## src/rtl/fabric_port_pkg.sv

```systemverilog
// Shared fabric-port definitions: flit control-bit positions (as offsets from the
// flit width) and the control-field view used by the ingress FIFO and demultiplexer.
package fabric_port_pkg;

    localparam int FLIT_VALID_POS = 1;
    localparam int FLIT_HEAD_POS  = 2;
    localparam int FLIT_TAIL_POS  = 3;

    typedef struct packed {
        logic valid;
        logic head;
        logic tail;
    } flit_ctrl_t;

endpackage

```

## src/rtl/flit_ram.sv

```systemverilog
// DEPTH x WIDTH flit storage with one synchronous write port and one registered
// read port; the read register clears on reset so the FIFO output starts at zero.
module flit_ram import fabric_port_pkg::*; #(
    parameter int WIDTH = 36,
    parameter int DEPTH = 8,
    parameter int AW    = $clog2(DEPTH)
) (
    input  logic             clk,
    input  logic             rst,
    input  logic             wr_en,
    input  logic [AW-1:0]    wr_addr,
    input  logic [WIDTH-1:0] wr_data,
    input  logic             rd_en,
    input  logic [AW-1:0]    rd_addr,
    output logic [WIDTH-1:0] rd_data
);

    logic [WIDTH-1:0] mem_r [DEPTH];
    logic [WIDTH-1:0] rd_data_r;

    // Storage array write port; contents are don't-care after reset.
    always_ff @(posedge clk) begin
        if (wr_en) begin
            mem_r[wr_addr] <= wr_data;
        end
    end

    // Read register holds its value whenever no read is performed.
    always_ff @(posedge clk or negedge rst) begin
        if (!rst) begin
            rd_data_r <= {WIDTH{1'b0}};
        end else if (rd_en) begin
            rd_data_r <= mem_r[rd_addr];
        end
    end

    assign rd_data = rd_data_r;

endmodule

```

## src/rtl/flit_ingress_fifo.sv

```systemverilog
// Credit-flow-controlled flit buffer: stores valid flits from the router, serves the
// demultiplexer with one-cycle read latency and returns one credit per freed slot.
module flit_ingress_fifo import fabric_port_pkg::*; #(
    parameter int WIDTH = 36,
    parameter int DEPTH = 8
) (
    input  logic                     clk_fast,
    input  logic                     rst,
    input  logic [WIDTH-1:0]         i_flit_in,
    output logic                     o_credit_out,
    output logic [WIDTH-1:0]         o_data_out,
    output logic                     o_empty_out,
    input  logic                     i_read_en,
    output logic [$clog2(DEPTH):0]   o_pkt_count,
    output logic                     o_overflow
);

    localparam int AW = $clog2(DEPTH);

    logic [AW:0]       wr_ptr_r;
    logic [AW:0]       rd_ptr_r;
    logic [AW:0]       wr_ptr_nxt_s;
    logic [AW:0]       rd_ptr_nxt_s;
    logic [AW:0]       pkt_count_r;
    logic [AW:0]       pkt_count_nxt_s;
    logic [DEPTH-1:0]  tail_r;
    logic              empty_r;
    logic              credit_r;
    logic              overflow_r;

    logic              empty_s;
    logic              full_s;
    logic              flit_valid_s;
    logic              flit_tail_s;
    logic              do_wr_s;
    logic              do_rd_s;
    logic              drop_s;
    logic              pop_tail_s;

    assign flit_valid_s = i_flit_in[WIDTH-FLIT_VALID_POS];
    assign flit_tail_s  = i_flit_in[WIDTH-FLIT_TAIL_POS];

    assign empty_s = (wr_ptr_r == rd_ptr_r);
    assign full_s  = (wr_ptr_r[AW-1:0] == rd_ptr_r[AW-1:0]) && (wr_ptr_r[AW] != rd_ptr_r[AW]);

    // A same-cycle read frees the slot, so a write into a full buffer still lands.
    assign do_rd_s = i_read_en & ~empty_s;
    assign do_wr_s = flit_valid_s & (~full_s | do_rd_s);
    assign drop_s  = flit_valid_s & full_s & ~do_rd_s;

    // Tail bits are shadowed here so the packet count can track pops at the read edge.
    assign pop_tail_s = tail_r[rd_ptr_r[AW-1:0]];

    // Next-state for pointers and packet count.
    always_comb begin
        wr_ptr_nxt_s    = wr_ptr_r;
        rd_ptr_nxt_s    = rd_ptr_r;
        pkt_count_nxt_s = pkt_count_r;
        if (do_wr_s) begin
            wr_ptr_nxt_s = wr_ptr_r + {{AW{1'b0}}, 1'b1};
        end else begin
            wr_ptr_nxt_s = wr_ptr_r;
        end
        if (do_rd_s) begin
            rd_ptr_nxt_s = rd_ptr_r + {{AW{1'b0}}, 1'b1};
        end else begin
            rd_ptr_nxt_s = rd_ptr_r;
        end
        case ({do_wr_s & flit_tail_s, do_rd_s & pop_tail_s})
            2'b10:   pkt_count_nxt_s = pkt_count_r + {{AW{1'b0}}, 1'b1};
            2'b01:   pkt_count_nxt_s = pkt_count_r - {{AW{1'b0}}, 1'b1};
            default: pkt_count_nxt_s = pkt_count_r;
        endcase
    end

    // Control state registers: pointers, flags, credit pulse and sticky overflow.
    always_ff @(posedge clk_fast or negedge rst) begin
        if (!rst) begin
            wr_ptr_r    <= {(AW+1){1'b0}};
            rd_ptr_r    <= {(AW+1){1'b0}};
            pkt_count_r <= {(AW+1){1'b0}};
            empty_r     <= 1'b1;
            credit_r    <= 1'b0;
            overflow_r  <= 1'b0;
        end else begin
            wr_ptr_r    <= wr_ptr_nxt_s;
            rd_ptr_r    <= rd_ptr_nxt_s;
            pkt_count_r <= pkt_count_nxt_s;
            empty_r     <= (wr_ptr_nxt_s == rd_ptr_nxt_s);
            credit_r    <= do_rd_s;
            overflow_r  <= overflow_r | drop_s;
        end
    end

    // Tail-bit shadow of the flit array.
    always_ff @(posedge clk_fast or negedge rst) begin
        if (!rst) begin
            tail_r <= {DEPTH{1'b0}};
        end else if (do_wr_s) begin
            tail_r[wr_ptr_r[AW-1:0]] <= flit_tail_s;
        end
    end

    flit_ram #(
        .WIDTH (WIDTH),
        .DEPTH (DEPTH),
        .AW    (AW)
    ) u_flit_ram (
        .clk     (clk_fast),
        .rst     (rst),
        .wr_en   (do_wr_s),
        .wr_addr (wr_ptr_r[AW-1:0]),
        .wr_data (i_flit_in),
        .rd_en   (do_rd_s),
        .rd_addr (rd_ptr_r[AW-1:0]),
        .rd_data (o_data_out)
    );

    assign o_credit_out = credit_r;
    assign o_empty_out  = empty_r;
    assign o_pkt_count  = pkt_count_r;
    assign o_overflow   = overflow_r;

endmodule
```

## config.mk

```make
export PLATFORM = sky130hd
export DESIGN_NAME = flit_ingress_fifo
export DESIGN_NICKNAME = d
export VERILOG_FILES = /design/src/rtl/fabric_port_pkg.sv /design/src/rtl/flit_ram.sv /design/src/rtl/flit_ingress_fifo.sv
export SDC_FILE = /design/constraint.sdc
export NUM_CORES = 1
export LEC_CHECK = 0
export BUFFER_PORTS_ARGS = -buffer_cell sky130_fd_sc_hd__buf_2
export CAP_MARGIN = 20
export CORE_ASPECT_RATIO = 1.25
export CORE_MARGIN = 4
export CORE_UTILIZATION = 25
export CTS_CLUSTER_SIZE = 28
export DETAILED_ROUTE_END_ITERATION = 16
export MAX_ROUTING_LAYER = met4
export SYNTH_ARGS = -nofsm -noshare
export SYNTH_HDL_FRONTEND = slang
export SYNTH_SLANG_ARGS = --single-unit
```

## constraint.sdc

```tcl
create_clock -name clk_fast -period 10.6 [get_ports clk_fast]
set_clock_uncertainty 0.1 [all_clocks]
set_input_delay 2.12 -clock clk_fast [delete_from_list [all_inputs] [get_ports clk_fast]]
set_output_delay 2.12 -clock clk_fast [all_outputs]
set_load 0.02 [all_outputs]
```

==> results.ini, run 1 <==
[status]
status=finished, final reports clean

[synthesis]
synth_compound_area_share_pct=2.55
synth_area_leader_cell=edfxtp_1
syn_area_um2=13400
muxShareOfSynthArea_pct=16.0
syn_inst=657
ys_seq_area_share_pct=75.4
synth-xor-area-share_pct=1.69
synthSimpleGateAreaFrac_pct=2.64
ys_types=44
synth_fp_nets=701
synthAdderAreaFrac_pct=0.466
yosysTopAreaCellShare_pct=64.4
yosys_warnings=0
synth_top_family_by_area=multiplexers
syn_area_per_cell_um2=20.4
ys_ff_latch=347
synth_area_leaders=edfxtp_1, mux4_2, dfrtp_1

[die]
start_util_pct=25.4
core_um2=52900
die_w_um=215
ios=82
dieArea_um2=57500
die_h_um=267
rows=94

[pwr]
pwr_density_cell_nw_per_um2=283
finalPower_uw=4480
p_leak_uw=0.00538
vdd_drop_max_mv=0.163

[run]
drv_cap=0

[placed_design]
post-place-ws_ns=5.95
place_congestion=0.719
hpwl_um=16800
post-place-cells=1384
io_buffers=81

[global_route]
grt_max_degree=76
grt_usage_pct=9.99
grt_antenna_before_repair=8
grt_pass1_wl_um=43000
overflow=0
first_global_vias=6755

[critical_path]
crit_path_end_kind=flip-flop
cpPeakStageDelay_ns=0.80
startpoint=i_flit_in[35]
timing.rr.start=rd_ptr_r[2]
cp_data_required_time_ns=10.64
startpoint_type=primary input
cpMaxStageDelayCell=nor3b_2
critPathArrivalTime_ns=4.11
path_max_fanout=28
crit_chain=buf_2, o211ai_2, nor3b_2, buf_4
path_class=primary input to flip-flop

[cts]
cts_setup_buffers=0
cts_hold_buf=0
cts.path.max_buffers=3
cts_buffers=34
cts_tree=done
cts.sink_count=347
clock_latency_ns=0.51
cts-htree-levels=2
cts_resized=0
path_clk_slew_ns=0.06
clockRootBuffer=clkbuf_16

[sta]
hold_violations=0
tightest_slew_ns=0.948
fin_setup_tns_ns=0
layout_setup_ws_ns=6.53
min_period_ns=4.07
setup_violations=0
period_share_pct=38.4
slew_headroom_pct=36.5
max_freq_mhz=246
final_max_slew_viol_count=0
rsz0062_at_grt=false

[routing]
drc=0
drt_pre_antenna_iters=4
vias_per_cell=4.28
wl_per_cell_um=19.4
drt_iter0_drc=316
ant_nets=0
num_vias=6213
routed_wirelength_um=28100

[cells_and_area]
area_growth_pct=17.7
fin_cells=1451
drive_above_1_share_pct=30.7
final_common_cell=edfxtp_1
most-common-layout-cells=edfxtp_1, buf_2, mux4_2, dfrtp_1, nand2_1
final_nets=792

[worst_hold_path]
hp-class=flip-flop to flip-flop
min-delay-start=o_pkt_count[3]

-- power by group --
part / switching [uW] / leakage [uW] / internal (uW)
registers: 245 / 0.00332 / 1770
logic: 672 / 0.00151 / 588
clock network: 484 / 0.000543 / 718
total: 1400 / 0.00538 / 3080
-- worst paths after layout --
path / to / cells after the start / slack [ns]
max in group asynchronous: rd_ptr_r[0] / 1 / 8.15
worst max register to register: u_flit_ram.mem_r[5][23] / 5 / 6.80
worst max-delay path: u_flit_ram.mem_r[5][23] / 4 / 6.53
worst min-delay path: o_pkt_count[3] / 1 / 0.36
min in group asynchronous: o_pkt_count[3] / 1 / 1.61
worst min register to register: o_pkt_count[3] / 1 / 0.36
-- Yosys cell counts, drive strengths merged --
library cell / n
a311o: 1
xnor3: 1
dfstp: 1
nor4: 2
o41ai: 1
nand3: 2
a31oi: 2
o211ai: 5
a41oi: 1
ha: 5
nor4b: 3
mux4: 74
mux2: 10
clkbuf: 17
o32a: 1
xnor2: 9
or4: 1
dfrtp: 58
buf: 21
o2111ai: 1
mux2i: 37
o21ai: 37
nand4: 3
edfxtp: 288
a211o: 1
a31o: 1
a21oi: 4
and3: 1
inv: 1
nor3b: 2
nand2: 42
xor2: 10
xor3: 1
nor3: 5
nor2b: 4
nor2: 4
-- worst max-delay path: cells and delay by family --
kind	cells	cell delay (ns)
buf+inv	2	0.90
simple gates	1	0.80
compound gates	1	0.26
-- through the flow --
stage                     area [um2]  util, %  hold slack [ns]
after global placement         14700     27.7            0.359
after global routing           15800     29.9            0.394
final                          15800     29.9            0.361
after floorplan                13400        -            0.352
after CTS                      15800     29.8            0.370
after detailed placement       14700     27.7            0.357
-- state kept, by name (all words and copies together), names as in the netlist --
| signal | flops |
|---|---|
| o_credit_out | 1 |
| o_empty_out | 1 |
| o_overflow | 1 |
| o_pkt_count | 4 |
| rd_ptr_r | 4 |
| tail_r | 8 |
| u_flit_ram.mem_r | 288 |
| u_flit_ram.rd_data | 36 |
| wr_ptr_r | 4 |
-- final cells by class --
| type | count | area, um2 |
|---|---|---|
| flip-flops and latches | 347 | 10100 |
| clock buffers | 46 | 937 |
| well taps | 672 | 841 |
| inverters | 1 | 3.75 |
| repair buffers | 93 | 498 |
| diodes | 7 | 17.5 |
| clock inverters | 14 | 169 |
| multi-input cells | 271 | 3210 |
| fillers | 5148 | 37100 |
-- logic make-up after synthesis --
group           count (synthesis)
compound gates                 55
xor+xnor                       21
fa+ha+maj                       5
buf+inv                        39
flops                         347
mux                           121
simple gates                   69
-- layer usage --
layer,up-vias,GRT usage (%),wire [um]
li1,2834,-,-
met1,3244,11.3,11400
met2,99,17.2,14500
met3,36,3.33,1750
met4,0,2.61,498
met5,-,-,0
No activity file was read; power rests on OpenSTA's default activity.
==> inputs of run 2 (changes only) <==
clock period = 3.4 ns   (was 10.6 ns; I/O delays follow)
==> results.ini, run 2 (synthesis results as in run 1) <==
[status]
status=finished, final reports clean

[routing]
wl_per_cell_um=19.7
ant_nets=0
vias_per_cell=4.33
drt_iter0_drc=415
num_vias=6341
routed_wirelength_um=28800
drt_pre_antenna_iters=6
drc=0

[pwr]
p_leak_uw=0.00541
pwr_density_cell_nw_per_um2=875
vdd_drop_max_mv=0.357
finalPower_uw=13900

[worst_hold_path]
hp-class=primary input to asynchronous set/reset pin

[cells_and_area]
top_register=u_flit_ram.mem_r
most-common-layout-cells=edfxtp_1, buf_2, mux4_2, dfrtp_1, nand2_1
fin_cells=1464
drive_above_1_share_pct=31.9
final_nets=800
largest_reg_flops=288
area_growth_pct=18.1
design_area_um2=15900
final_common_cell=edfxtp_1

[cts]
cts_setup_buffers=0
cts_tree=done
cts_resized=0
cts_hold_buf=0
path_clk_slew_ns=0.07
clock_latency_ns=0.56
cts_buffers=30
cts.path.max_buffers=3
clockRootBuffer=clkbuf_16
cts.sink_count=347
cts-htree-levels=1

[critical_path]
critPathArrivalTime_ns=3.55
path_class=flip-flop to flip-flop
rrSetupSlack_ns=0.22
rr_worst_depth=8
r2r_end=o_empty_out
cp_data_required_time_ns=3.77
crit_path_end_kind=flip-flop
path_max_fanout=41
timing.rr.start=rd_ptr_r[1]
startpoint_type=flip-flop

[placed_design]
post-place-cells=1396
place_congestion=0.714
place_area_um2=14800
post-place-ws_ns=0.171
io_buffers=81
hpwl_um=16800

[die]
ios=82
core_um2=52900
start_util_pct=25.4
dieArea_um2=57500
rows=94
die_h_um=267
die_w_um=215

[sta]
hold_violations=0
rsz0062_at_grt=false
min_period_ns=3.18
period_share_pct=93.5
final_max_slew_viol_count=0
setup_violations=0
fin_setup_tns_ns=0
layout_setup_ws_ns=0.220
slew_headroom_pct=37.8
tightest_slew_ns=0.933
max_freq_mhz=314

[global_route]
grt_pass1_wl_um=43700
first_global_vias=6863
overflow=0
grt_antenna_before_repair=12
grt_max_degree=76
grt_usage_pct=10.2

[run]
drv_cap=0

-- run 2: cell types whose count changed in the layout (fill, tap and decap cells not counted), sizes merged --
cell and change:
diode +5, buf +12, inv +1, clkinvlp +2, clkbuf -4, bufinv -1
clkinv -2
-- run 2: critical path: stages (launching register included) --
cell     delay (ns)
dfrtp_4        0.42
buf_4          0.48
buf_4          0.62
ha_1           0.27
nand2_1        0.06
a41oi_1        0.19
xor2_1         0.26
xor3_1         0.39
nor4b_2        0.24
-- run 2: where the power goes --
part / switching, uW / leakage, uW / internal [uW]
logic: 2560 / 0.00159 / 1940
registers: 360 / 0.00332 / 5530
clock network: 1490 / 0.000494 / 1990
total: 4420 / 0.00541 / 9460
-- run 2: final cells by class --
type                    count  area (um2)
multi-input cells         271        3230
repair buffers            105         613
fillers                  5148       37100
clock inverters            14         159
diodes                     12        30.0
flip-flops and latches    347       10100
inverters                   1        3.75
clock buffers              42         857
well taps                 672         841
-- run 2: worst max path at each step --
stage	startpoint	endpoint	cells after the start
floorplan	i_read_en	tail_r[1]	5
global placement	rd_ptr_r[1]	o_empty_out	8
detailed placement	rd_ptr_r[1]	o_empty_out	8
CTS	rd_ptr_r[1]	o_empty_out	8
global route	rd_ptr_r[1]	o_empty_out	8
finish	rd_ptr_r[1]	o_empty_out	8
-- run 2: metrics by stage --
step | utilization (%) | hold slack [ns]
after floorplan | - | 0.284
after global placement | 28.0 | 0.360
after detailed placement | 28.0 | 0.366
after CTS | 29.9 | 0.192
after global routing | 30.0 | 0.220
final | 30.0 | 0.166
-- run 2: metal layers --
metal | GRT usage [%] | vias to the layer above | share of wire, %
met4 | 2.35 | 0 | 1.6
met3 | 3.13 | 38 | 6.6
met1 | 11.7 | 3317 | 40
met2 | 17.6 | 117 | 52
li1 | - | 2869 | -
met5 | - | - | 0
==> inputs of run 3 (changes only) <==
PLACE_DENSITY = 0.47   (was default)
==> results.ini, run 3 (synthesis results as in run 1) <==
[global_route]
globalRouteMet2Util_pct=18.5
grt_pass1_wl_um=44900
overflow=0
grt.busiest_layer=met2
grt_usage_pct=10.6
first_global_vias=6941
grt.met1_usage_pct=12.5
grt_antenna_before_repair=1
grt_max_degree=75
met3_usage_pct=2.02

[sta]
layout_setup_ws_ns=0.236
hold_violations=0
hold_slack_ns=0.0463
period_share_pct=93.1
max_freq_mhz=316
setup_violations=0
rsz0062_at_grt=false
min_period_ns=3.16
slew_headroom_pct=33.6
tightest_slew_ns=0.995
final_max_slew_viol_count=0
fin_setup_tns_ns=0

[die]
ios=82
die_w_um=215
rows=94
die_h_um=267
dieArea_um2=57500
core_um2=52900
start_util_pct=25.4

[critical_path]
cp_data_required_time_ns=3.47
critPathArrivalTime_ns=3.24
startpoint_type=flip-flop
cpPeakStageDelay_ns=0.88
path_max_fanout=22
path_class=flip-flop to flip-flop
cp_top_family=simple AND/OR/NAND/NOR gates
crit_path_end_kind=flip-flop
critPathBufInv=1
crit_chain=xor2_1, or4_4, o211ai_2, nor3b_4, buf_4
cpMaxStageDelayCell=nor3b_4

[cells_and_area]
top_register=u_flit_ram.mem_r
final_common_cell=edfxtp_1
most-common-layout-cells=edfxtp_1, buf_2, mux4_2, dfrtp_1, nand2_1
largest_reg_flops=288
fin_util_pct=30.2
area_growth_pct=18.9
fillCellCount=5199
drive_above_1_share_pct=32.3
final_nets=811

[pwr]
pwr_density_cell_nw_per_um2=889
vdd_drop_max_mv=0.496
p_leak_uw=0.00548
finalPower_uw=14200

[cts]
cts_setup_buffers=0
cts_tree=done
clockRootBuffer=clkbuf_16
path_clk_slew_ns=0.06
clock_latency_ns=0.52
cts-htree-levels=2
cts.path.max_buffers=3
cts_buffers=36
cts_hold_buf=0
cts.sink_count=347
cts_resized=0

[routing]
routed_wirelength_um=29400
wl_per_cell_um=20.1
vias_per_cell=4.30
num_vias=6312
drc=0
drt_pre_antenna_iters=5
ant_nets=0
drt_iter0_drc=337

[status]
status=finished, final reports clean

[placed_design]
hpwl_um=17800
post-place-ws_ns=0.155
place_congestion=0.709
io_buffers=81

[run]
drv_cap=0

[worst_hold_path]
hp-class=primary input to asynchronous set/reset pin

## run 3: cell count changes in the layout (fill, tap and decap cells not counted), sizes merged
cell	change
clkbuf	+12
clkinv	-1
buf	+5
inv	+2
clkinvlp	-1
diode	-11
bufinv	-2
## run 3: report_power, final
part / leakage, uW / internal, uW / switching, uW
clock: 0.000543 / 2150 / 1610
combinational: 0.00162 / 1970 / 2620
sequential: 0.00332 / 5530 / 325
total: 0.00548 / 9650 / 4550
## run 3: path summary, 6_finish.rpt
check	from	depth (start not counted)	to	slack, ns
setup / recovery	rd_ptr_r[2]	5	u_flit_ram.mem_r[6][8]	0.24
hold / removal	rst	1	u_flit_ram.rd_data[13]	0.05
setup reg to reg	rd_ptr_r[2]	5	u_flit_ram.mem_r[6][8]	0.24
hold reg to reg	o_pkt_count[3]	1	o_pkt_count[3]	0.37
max in group asynchronous	rst	2	u_flit_ram.rd_data[24]	2.50
min in group clk_fast	i_flit_in[6]	1	u_flit_ram.mem_r[6][6]	0.33
## run 3: stage by stage
stage	instance area (um2)	std cells
after global placement	14800	1400
final	16000	1468
after detailed placement	14800	1400
after global routing	16000	1468
after CTS	15900	1466
after floorplan	13500	657
## run 3: final cells by class
| type | count | area [um2] | area share (%) |
|---|---|---|---|
| Sequential cell | 347 | 10100 | 63.5 |
| Inverter | 1 | 3.75 | 0.0235 |
| Multi-Input combinational cell | 271 | 3230 | 20.2 |
| Timing Repair Buffer | 110 | 646 | 4.04 |
| Antenna cell | 1 | 2.50 | 0.0157 |
| Clock buffer | 54 | 1010 | 6.32 |
| Tap cell | 672 | 841 | 5.26 |
| Clock inverter | 12 | 104 | 0.650 |
## run 3: metal layers
metal  vias up  part of all wire (%)
met1      3297                    41
met4         0                   2.0
met5         -                     0
met3        43                   4.0
met2       102                    53
li1       2870                     -
## run 3: worst reg2reg max path, stage by stage (launching register included)
cell	delay, ns
dfrtp_4	0.47
xor2_1	0.41
or4_4	0.23
o211ai_2	0.21
nor3b_4	0.89
buf_4	0.50
